[src/rtl/dmem_arbiter.sv]
// dmem_arbiter: shares one synchronous-read data memory port between the
// pipeline MEM stage (cpu) and the debug/program loader (dbg). One access is
// granted per cycle. The cpu has fixed priority, but a starvation counter
// eventually forces a dbg grant. dbg can also lock the bus for burst loads.
// Misaligned accesses are consumed without touching memory and are reported
// on err one cycle later.
module dmem_arbiter #(
  parameter int WIDTH    = 32,
  parameter int DEPTH    = 8,
  parameter int MAX_WAIT = 4,
  localparam int ADDR_W  = $clog2(WIDTH),
  localparam int DW      = 4 * DEPTH
) (
  input  logic              clk,
  input  logic              rst,
  input  logic              cpu_req,
  input  logic              cpu_we,
  input  logic [2:0]        cpu_len,
  input  logic [ADDR_W-1:0] cpu_addr,
  input  logic [DW-1:0]     cpu_wdata,
  output logic              cpu_gnt,
  output logic              cpu_stall,
  output logic              cpu_rvalid,
  output logic [DW-1:0]     cpu_rdata,
  output logic              cpu_err,
  input  logic              dbg_req,
  input  logic              dbg_we,
  input  logic [2:0]        dbg_len,
  input  logic [ADDR_W-1:0] dbg_addr,
  input  logic [DW-1:0]     dbg_wdata,
  input  logic              dbg_lock,
  output logic              dbg_gnt,
  output logic              dbg_rvalid,
  output logic [DW-1:0]     dbg_rdata,
  output logic              dbg_err,
  output logic [ADDR_W-1:0] mem_addr,
  output logic [DW-1:0]     mem_in,
  output logic [2:0]        mem_len,
  output logic              mem_read,
  output logic              mem_write,
  output logic              mem_ce,
  input  logic [DW-1:0]     mem_out
);

  typedef enum logic {ARB, LOCK} state_t;

  localparam logic [3:0] MAX_CNT = 4'(MAX_WAIT);

  state_t     state_reg, state_next;
  logic [3:0] starve_cnt_reg;
  logic       rd_pend_reg;
  logic       rd_owner_reg;   // 1 = dbg issued the pending read
  logic       cpu_err_reg, dbg_err_reg;

  logic              cpu_win, dbg_win;
  logic              any_gnt, sel_we, mis;
  logic [ADDR_W-1:0] sel_addr;
  logic [2:0]        sel_len;
  logic [DW-1:0]     sel_wdata;

  // Half accesses need an even address, word accesses need a 4-byte aligned
  // one; byte accesses are always aligned.
  function automatic logic misaligned(input logic [2:0] len,
                                      input logic [ADDR_W-1:0] addr);
    case (len[1:0])
      2'b01:   return 1'b0;
      2'b10:   return addr[0];
      default: return (addr[1:0] != 2'b00);
    endcase
  endfunction

  // State register: owner tracking, starvation counter, read return and err flags.
  always_ff @(posedge clk or posedge rst) begin
    if (rst) begin
      state_reg      <= ARB;
      starve_cnt_reg <= '0;
      rd_pend_reg    <= 1'b0;
      rd_owner_reg   <= 1'b0;
      cpu_err_reg    <= 1'b0;
      dbg_err_reg    <= 1'b0;
    end else begin
      state_reg    <= state_next;
      rd_pend_reg  <= any_gnt & ~mis & ~sel_we;
      rd_owner_reg <= dbg_win;
      cpu_err_reg  <= cpu_win & mis;
      dbg_err_reg  <= dbg_win & mis;
      if (dbg_win)
        starve_cnt_reg <= '0;
      else if (dbg_req && starve_cnt_reg != MAX_CNT)
        starve_cnt_reg <= starve_cnt_reg + 4'd1;
    end
  end

  // Arbitration and next state. The cycle in which dbg drops lock is already
  // arbitrated normally, so LOCK only takes effect while dbg_lock is high.
  always_comb begin
    cpu_win    = 1'b0;
    dbg_win    = 1'b0;
    state_next = state_reg;
    if (!rst) begin
      if (state_reg == LOCK && dbg_lock) begin
        dbg_win = dbg_req;
      end else begin
        dbg_win = dbg_req && (!cpu_req || starve_cnt_reg == MAX_CNT);
        cpu_win = cpu_req && !dbg_win;
      end
      case (state_reg)
        ARB:     if (dbg_win && dbg_lock) state_next = LOCK;
        LOCK:    if (!dbg_lock)           state_next = ARB;
        default: state_next = ARB;
      endcase
    end
  end

  // Memory port mux: the winner's operands, all zero when nobody is granted.
  always_comb begin
    any_gnt   = cpu_win | dbg_win;
    sel_we    = 1'b0;
    sel_addr  = '0;
    sel_len   = '0;
    sel_wdata = '0;
    if (dbg_win) begin
      sel_we    = dbg_we;
      sel_addr  = dbg_addr;
      sel_len   = dbg_len;
      sel_wdata = dbg_wdata;
    end else if (cpu_win) begin
      sel_we    = cpu_we;
      sel_addr  = cpu_addr;
      sel_len   = cpu_len;
      sel_wdata = cpu_wdata;
    end
    mis = any_gnt & misaligned(sel_len, sel_addr);
  end

  assign cpu_gnt   = cpu_win;
  assign dbg_gnt   = dbg_win;
  assign cpu_stall = ~rst & cpu_req & ~cpu_win;

  assign mem_addr  = sel_addr;
  assign mem_in    = sel_wdata;
  assign mem_len   = sel_len;
  assign mem_ce    = any_gnt & ~mis;
  assign mem_read  = any_gnt & ~mis & ~sel_we;
  assign mem_write = any_gnt & ~mis & sel_we;

  // Read data goes only to the requester that issued the load.
  assign cpu_rvalid = ~rst & rd_pend_reg & ~rd_owner_reg;
  assign dbg_rvalid = ~rst & rd_pend_reg & rd_owner_reg;
  assign cpu_rdata  = cpu_rvalid ? mem_out : '0;
  assign dbg_rdata  = dbg_rvalid ? mem_out : '0;
  assign cpu_err    = ~rst & cpu_err_reg;
  assign dbg_err    = ~rst & dbg_err_reg;

endmodule

[config.mk]
export PLATFORM = sky130hd
export DESIGN_NAME = dmem_arbiter
export DESIGN_NICKNAME = d
export VERILOG_FILES = /design/src/rtl/dmem_arbiter.sv
export SDC_FILE = /design/constraint.sdc
export NUM_CORES = 1
export LEC_CHECK = 0
export CAP_MARGIN = 20
export CORE_AREA = 2 2 90 92
export CTS_CLUSTER_SIZE = 14
export DETAILED_ROUTE_END_ITERATION = 10
export DIE_AREA = 0 0 92 94
export GPL_TIMING_DRIVEN = 0
export PLACE_DENSITY = 0.79
export SETUP_SLACK_MARGIN = 0.5
export SKIP_LAST_GASP = 1
export SLEW_MARGIN = 15
export SYNTH_ARGS = -nofsm -noshare
export SYNTH_HDL_FRONTEND = slang
export SYNTH_SLANG_ARGS = --single-unit
[constraint.sdc]
create_clock -name clk -period 2.8 [get_ports clk]
set_input_delay 0.56 -clock clk [delete_from_list [all_inputs] [get_ports clk]]
set_output_delay 0.56 -clock clk [all_outputs]
set_load 0.02 [all_outputs]
Word-level counts from Yosys, hierarchy flattened
Index checks and enable logic that the tools add are counted.
Word-level totals
  flip-flop bits (word level): 9
  bits in latches: 0
  memory bits (writable): 0
  bits in read-only memories: 0
  output and inout port bits: 114
  word-level logic and storage cells: 62
  memories: 0
Operators by class
  $add $sub $neg: 1
  multiply operators: 0
  div/mod/pow operators: 0
  magnitude comparators: 0
  eq/ne operators: 4
  shift-type cells: 0
  muxes and demuxes: 21
  bitwise operators: 20
  reduce and logical (&&, ||, !) cells: 10
Operators with widths (number)
  32-bit two-way mux: 4
  1-bit AND: 13
  5-bit two-way mux: 2
  1-bit two-way mux: 9
  4-bit two-way mux: 2
  3-bit two-way mux: 2
  1-bit inverter: 6
  1-bit logical AND: 5
  4-bit by 1-bit adder with 4-bit output, second input constant: 1
  4-bit by 3-bit == test with 1-bit output, second input constant: 1
  4-bit by 3-bit inequality test with 1-bit output, second input constant: 1
  1-bit one-hot mux with 2 select lines: 2
  2-bit nonzero test: 2
  2-bit by 1-bit == test with 1-bit output, second input constant: 1
  2-bit == test, second input constant: 1
  1-bit logical NOT: 2
  1-bit logical OR: 1
  1-bit bitwise OR: 1

Depth between registers and ports, before layout
Gate-level depths: netlist of the first run.
  depth after elaboration: 15
  gate-level depth with buffers: 11
  mapped depth without buffers: 9

Least setup slack after synthesis of the first run
No wires, ideal clock.
  path type: flip-flop to output port
  start: register starve_cnt_reg[0]
  end: output mem_read
  arrival time: 2.702 ns
  data required time: 2.240 ns
  path slack: -0.462 ns
  cell stages (with the launch flop): 12
  buffers on the path: 2
  cells stage by stage: dfrtp_1 inv_1 ha_1 nand3b_4 o211a_4 buf_6 buf_2 a22o_1 ha_1 and2_1 a221o_1 a21oi_1
Between the ends
  word-level cells in the longest chain between the ends: 15
  elaborated cells between the ends (all ways): 26
RTL lines
  from (decl): line 50  | logic [3:0] starve_cnt_reg;
  from (signal assigned): line 90  | starve_cnt_reg <= starve_cnt_reg + 4'd1;
  4-bit by 3-bit == test with 1-bit output *: line 104  | dbg_win = dbg_req && (!cpu_req || starve_cnt_reg == MAX_CNT);
  1-bit logical OR *: line 104
  1-bit logical AND *: line 104
  1-bit logical NOT: line 105  | cpu_win = cpu_req && !dbg_win;
  1-bit logical AND: line 105
  1-bit two-way mux: line 101  | if (state_reg == LOCK && dbg_lock) begin
  1-bit two-way mux: line 100  | if (!rst) begin
  3-bit two-way mux: line 127  | end else if (cpu_win) begin
  3-bit two-way mux *: line 122  | if (dbg_win) begin
  via mem_len[1]: line 38  | output logic [2:0] mem_len,
  2-bit == test / 2-bit by 1-bit == test with 1-bit output (equally long branches): line 65  | case (len[1:0])
  1-bit one-hot mux with 2 select lines *: line 65
  1-bit AND *: line 133  | mis = any_gnt & misaligned(sel_len, sel_addr);
  1-bit inverter *: line 144  | assign mem_read = any_gnt & ~mis & ~sel_we;
  1-bit AND * (2 in series): line 144
  to (decl): line 39  | output logic mem_read,
Mark *: on every way through the listed nets, which the timed path passes. The rest lies on a longest branch. The select of a mux whose other input is x is not followed.

Worst setup path after layout of the first run
  start: register starve_cnt_reg[0]
  end: output mem_read
Between the ends
  word-level cells in the longest chain between the ends: 15
  elaborated cells between the ends (all ways): 26
RTL lines (line)
  4-bit by 3-bit == test with 1-bit output *: 104
  1-bit logical OR *: 104
  1-bit logical AND *: 104
  1-bit logical NOT: 105
  1-bit logical AND: 105
  1-bit two-way mux: 101
  1-bit two-way mux: 100
  3-bit two-way mux / 5-bit two-way mux (equally long branches): 127
  3-bit two-way mux / 5-bit two-way mux (equally long branches): 122
  2-bit == test, or another cell as far along: 65
  1-bit one-hot mux with 2 select lines: 65
  1-bit AND: 133
  1-bit inverter: 144
  1-bit AND: 144
  1-bit AND *: 144
Every way passes the cells marked *; elsewhere a longest branch is shown, timed or not. The select of a mux whose other input is x is not followed.

==> results of run 1 <==
==> worst register-to-register path, cell delays in order (launching register included) <==
cell and delay [ns]:
sky130_fd_sc_hd__dfrtp_1 0.39, sky130_fd_sc_hd__inv_2 0.08, sky130_fd_sc_hd__ha_4 0.14, sky130_fd_sc_hd__nand3b_4 0.09, sky130_fd_sc_hd__o211a_4 0.25, sky130_fd_sc_hd__buf_6 0.12
sky130_fd_sc_hd__buf_8 0.11, sky130_fd_sc_hd__a22o_4 0.22, sky130_fd_sc_hd__ha_4 0.15, sky130_fd_sc_hd__and2_4 0.13, sky130_fd_sc_hd__a221o_2 0.43, sky130_fd_sc_hd__a21oi_4 0.17
sky130_fd_sc_hd__buf_4 0.13, sky130_fd_sc_hd__buf_6 0.08, sky130_fd_sc_hd__buf_6 0.08, sky130_fd_sc_hd__buf_6 0.08, sky130_fd_sc_hd__buf_6 0.08, sky130_fd_sc_hd__buf_6 0.08
sky130_fd_sc_hd__buf_6 0.08, sky130_fd_sc_hd__buf_6 0.08, sky130_fd_sc_hd__buf_6 0.08, sky130_fd_sc_hd__buf_6 0.07
==> placed cells by master, fill, tap and decap left out, drive strengths merged <==
| cell type | count |
|---|---|
| a21boi | 2 |
| a21oi | 5 |
| a221o | 2 |
| a22o | 40 |
| a22oi | 3 |
| a31oi | 1 |
| and2 | 66 |
| and3 | 3 |
| buf | 98 |
| clkbuf | 23 |
| clkdlybuf4s15 | 11 |
| clkdlybuf4s50 | 116 |
| clkinv | 1 |
| clkinvlp | 1 |
| dfrtp | 9 |
| dlygate4sd2 | 44 |
| ha | 3 |
| inv | 4 |
| nand2 | 4 |
| nand2b | 1 |
| nand3 | 3 |
| nand3b | 1 |
| nor2 | 3 |
| nor2b | 4 |
| nor3b | 1 |
| o211a | 1 |
| o22a | 1 |
| or2 | 2 |
| xnor2 | 1 |
| xor2 | 2 |
==> area by class of cell <==
class                   count  area share, %
inverters                   5         0.5079
multi-input cells         149          27.23
repair buffers            273          59.57
clock buffers               3         0.9312
plain buffers              16          3.696
flip-flops and latches      9          5.079
well taps                 102          2.878
clock inverters             1         0.1129
==> through the flow <==
stage | hold slack (ns) | std cells | setup WS (ns)
3_3_place_gp | 0.4723 | 513 | -1.424
3_5_place_dp | 0.4773 | 513 | -1.433
5_1_grt | 0.3624 | 558 | -0.5226
2_1_floorplan | 0.3930 | 179 | -0.1955
6_report | 0.3613 | 558 | -0.4229
4_1_cts | 0.4019 | 546 | -0.4298
==> final timing paths <==
| path | to | depth (start not counted) | slack (ns) | from |
|---|---|---|---|---|
| worst min-delay path | dbg_err_reg | 3 | 0.36 | rst |
| worst max-delay path | mem_read | 12 | -0.42 | starve_cnt_reg[0] |
| min in group clk | state_reg | 1 | 0.51 | state_reg |
| worst min register to register | state_reg | 1 | 0.51 | state_reg |
| max in group asynchronous | state_reg | 3 | 2.31 | rst |
| worst max register to register | rd_pend_reg | 21 | -0.39 | starve_cnt_reg[0] |
==> cell usage after synthesis <==
master	n	share of area, %
sky130_fd_sc_hd__buf_4	2	1.1
sky130_fd_sc_hd__a22o_1	40	25
sky130_fd_sc_hd__dfrtp_1	9	16
sky130_fd_sc_hd__a21oi_1	5	1.8
sky130_fd_sc_hd__and3_2	1	0.53
sky130_fd_sc_hd__o22a_1	1	0.62
sky130_fd_sc_hd__a221o_2	1	0.79
sky130_fd_sc_hd__buf_6	1	0.79
sky130_fd_sc_hd__a31oi_4	1	1.5
sky130_fd_sc_hd__buf_2	5	1.8
sky130_fd_sc_hd__and2_1	66	29
sky130_fd_sc_hd__a22oi_1	3	1.6
sky130_fd_sc_hd__and3_1	2	0.88
sky130_fd_sc_hd__a21boi_0	2	1.1
sky130_fd_sc_hd__xnor2_1	1	0.62
sky130_fd_sc_hd__inv_1	5	1.3
sky130_fd_sc_hd__ha_1	3	2.7
sky130_fd_sc_hd__o211a_4	1	1.2
sky130_fd_sc_hd__nand2_1	4	1.1
sky130_fd_sc_hd__nand3b_4	1	1.4
sky130_fd_sc_hd__xor2_1	2	1.2
sky130_fd_sc_hd__a221o_1	1	0.71
sky130_fd_sc_hd__nor3b_1	1	0.53
sky130_fd_sc_hd__nand3_1	3	1.1
sky130_fd_sc_hd__clkbuf_1	8	2.1
sky130_fd_sc_hd__nor2_1	3	0.79
sky130_fd_sc_hd__nand2b_1	1	0.44
sky130_fd_sc_hd__or2_2	2	0.88
sky130_fd_sc_hd__nor2b_1	4	1.8
==> repair_timing <==
item	in CTS	in global routing
buffers inserted	28	9
gates resized for setup	400	57
pin swaps	10	8
cloned	1	3
setup endpoints to repair	117	89
==> cell families after synthesis <==
family / Yosys count / synth area share, %
xor gates and xnor gates: 3 / 1.855
and+or+nand+nor: 88 / 38.52
AOI/OAI and AO/OA: 55 / 34.01
adders and majority gates: 3 / 2.650
buffers and inverters: 21 / 7.067
DFF: 9 / 15.90
==> metal layers <==
layer,global-route usage [%],wire (um)
met2,35.48,4567
met4,4.602,127
met3,4.655,822
met1,14.61,2534
met5,0,0
==> power breakdown <==
group / total, mW / leakage, nW / switching, mW / internal [mW]
registers: 0.189 / 0.118 / 0.0252 / 0.164
logic: 1.05 / 2.06 / 0.439 / 0.607
clock network: 0.149 / 0.0255 / 0.0520 / 0.0970
total: 1.38 / 2.20 / 0.516 / 0.868
==> impl_metrics.ini, run 1 <==
[run_status]
outcome = complete, but fails checks
failed_checks = negative setup slack

[setup_path]
worst-setup-path-type = reg2out
cp_cell_sequence = inv_2, ha_4, nand3b_4, o211a_4, buf_6, buf_8, a22o_4, ha_4, and2_4, a221o_2, a21oi_4, buf_6
worstSetupStartpointType = register
slowest_delay_ns = 0.43
timing.critical_path.required_ns = 2.24
critPathSlowestCell = sky130_fd_sc_hd__a221o_2
crit_arrival_ns = 2.66
critical-path-top-delay-family = compound AO/OA/AOI/OAI gates
worst-path-buf-inv = 4
critical_path.max_fanout = 4
worstSetupEndpointType = output pin

[place]
detailedPlacementHpwl_um = 6587
final_estimated_routing_congestion_in_global_placement = 0.7535
placement.cell_area_sq_um = 3946
placement.io_buffers = 232

[layout]
fin_util_pct = 58.29
syn_to_final_growth_pct = 213.1
largest_register_ffs = 4
post_route_standard_cell_area_excluding_fillers_sq_um = 4434
layout.filler_cells = 657
multi_input_area_sq_um = 1207
register_area_sq_um = 225.2
num_antenna_cells = 0
drive_above_1_share_pct = 34.65
num-nets-final = 579

[routing]
drc = 0
final_routed_wirelength_um = 8051
detailedRoute.firstIterationViolations = 47
via_density = 4.353
ant_nets = 0
drt-pass1-iter-count = 4
drt-wirelength-per-cell_um = 14.43
detailroute.via_count = 2429

[cts]
clock_insertion_delay_worst_skew_ns = 0.23
clock-root-buffer = sky130_fd_sc_hd__clkbuf_8
htreeDepth = 1
clockBufferDepth = 2
tritoncts = yes
cts_hold_buffers = 0
clk_pin_slew_ns = 0.05
cts_buffers = 3
cts_num_sinks = 9

[timing]
hold_violations = 0
fin_worst_skew_ns = 0.001179
min_period_over_period_pct = 115.1
fmax_ghz = 0.3103
final_critical_path_setup_slack_ns = -0.4229
final.min_clock_period_ns = 3.223
unrepaired_setup_endpoints_after_global_routing = true
final-setup-viol-count = 4
setup_total_negative_slack_ns = -1.624
slew_headroom_pct = 65.35
tightest_slew_ns = 0.5151
report.final.slew_viol_count = 0

[synthesis]
postSynthRegisterBits = 9
netlist_instances = 179
yosysSeqAreaShare_pct = 15.90
synth_warnings = 0
post_synth_instance_area_sq_um = 1416
synthesis.area_per_instance_sq_um = 7.913
yosysUniqueCellTypes = 29
synthesized_net_count = 301

[die]
die_width_um = 92
total_die_area_sq_um = 8648
core_region_area_sq_um = 7607
std_cell_rows = 32
design.portCount = 233
die_h_um = 94
initial_util_pct = 18.62

[global_routing]
grtUsageTotal_pct = 16.53
grt_antenna_before_repair = 0
grt_pass1_vias = 2372
grt.overflow.total = 0
grt_start_max_net_pins = 12
grt_first_pass_wirelength_um = 11520

[power_and_ir_drop]
power_mw = 1.384
total_leakage_power_nw = 2.204
worst_vdd_rail_ir_drop_uv = 186.4
cellPowerDensity_nw_per_um2 = 312.2

[job]
drv_cap = 0

[min_path]
hold_class = in2async
(Power assumes the default switching activity.)
==> run 2, diff against run 1 <==
--- a/config.mk
+++ b/config.mk
@@ -7,6 +7,7 @@
 export LEC_CHECK = 0
 export CAP_MARGIN = 20
 export CORE_AREA = 2 2 90 92
+export CTS_CLUSTER_DIAMETER = 50
 export CTS_CLUSTER_SIZE = 14
 export DETAILED_ROUTE_END_ITERATION = 10
 export DIE_AREA = 0 0 92 94
==> results of run 2 <==
Same layout as run 1: the final DEF is identical, and so are final timing and power.
==> run 3, diff against run 2 <==
--- a/config.mk
+++ b/config.mk
@@ -15,7 +15,7 @@
 export PLACE_DENSITY = 0.79
 export SETUP_SLACK_MARGIN = 0.5
 export SKIP_LAST_GASP = 1
-export SLEW_MARGIN = 15
+export SLEW_MARGIN = 10
 export SYNTH_ARGS = -nofsm -noshare
 export SYNTH_HDL_FRONTEND = slang
 export SYNTH_SLANG_ARGS = --single-unit
==> results of run 3 <==
Same layout as run 1: the final DEF is identical, and so are final timing and power.
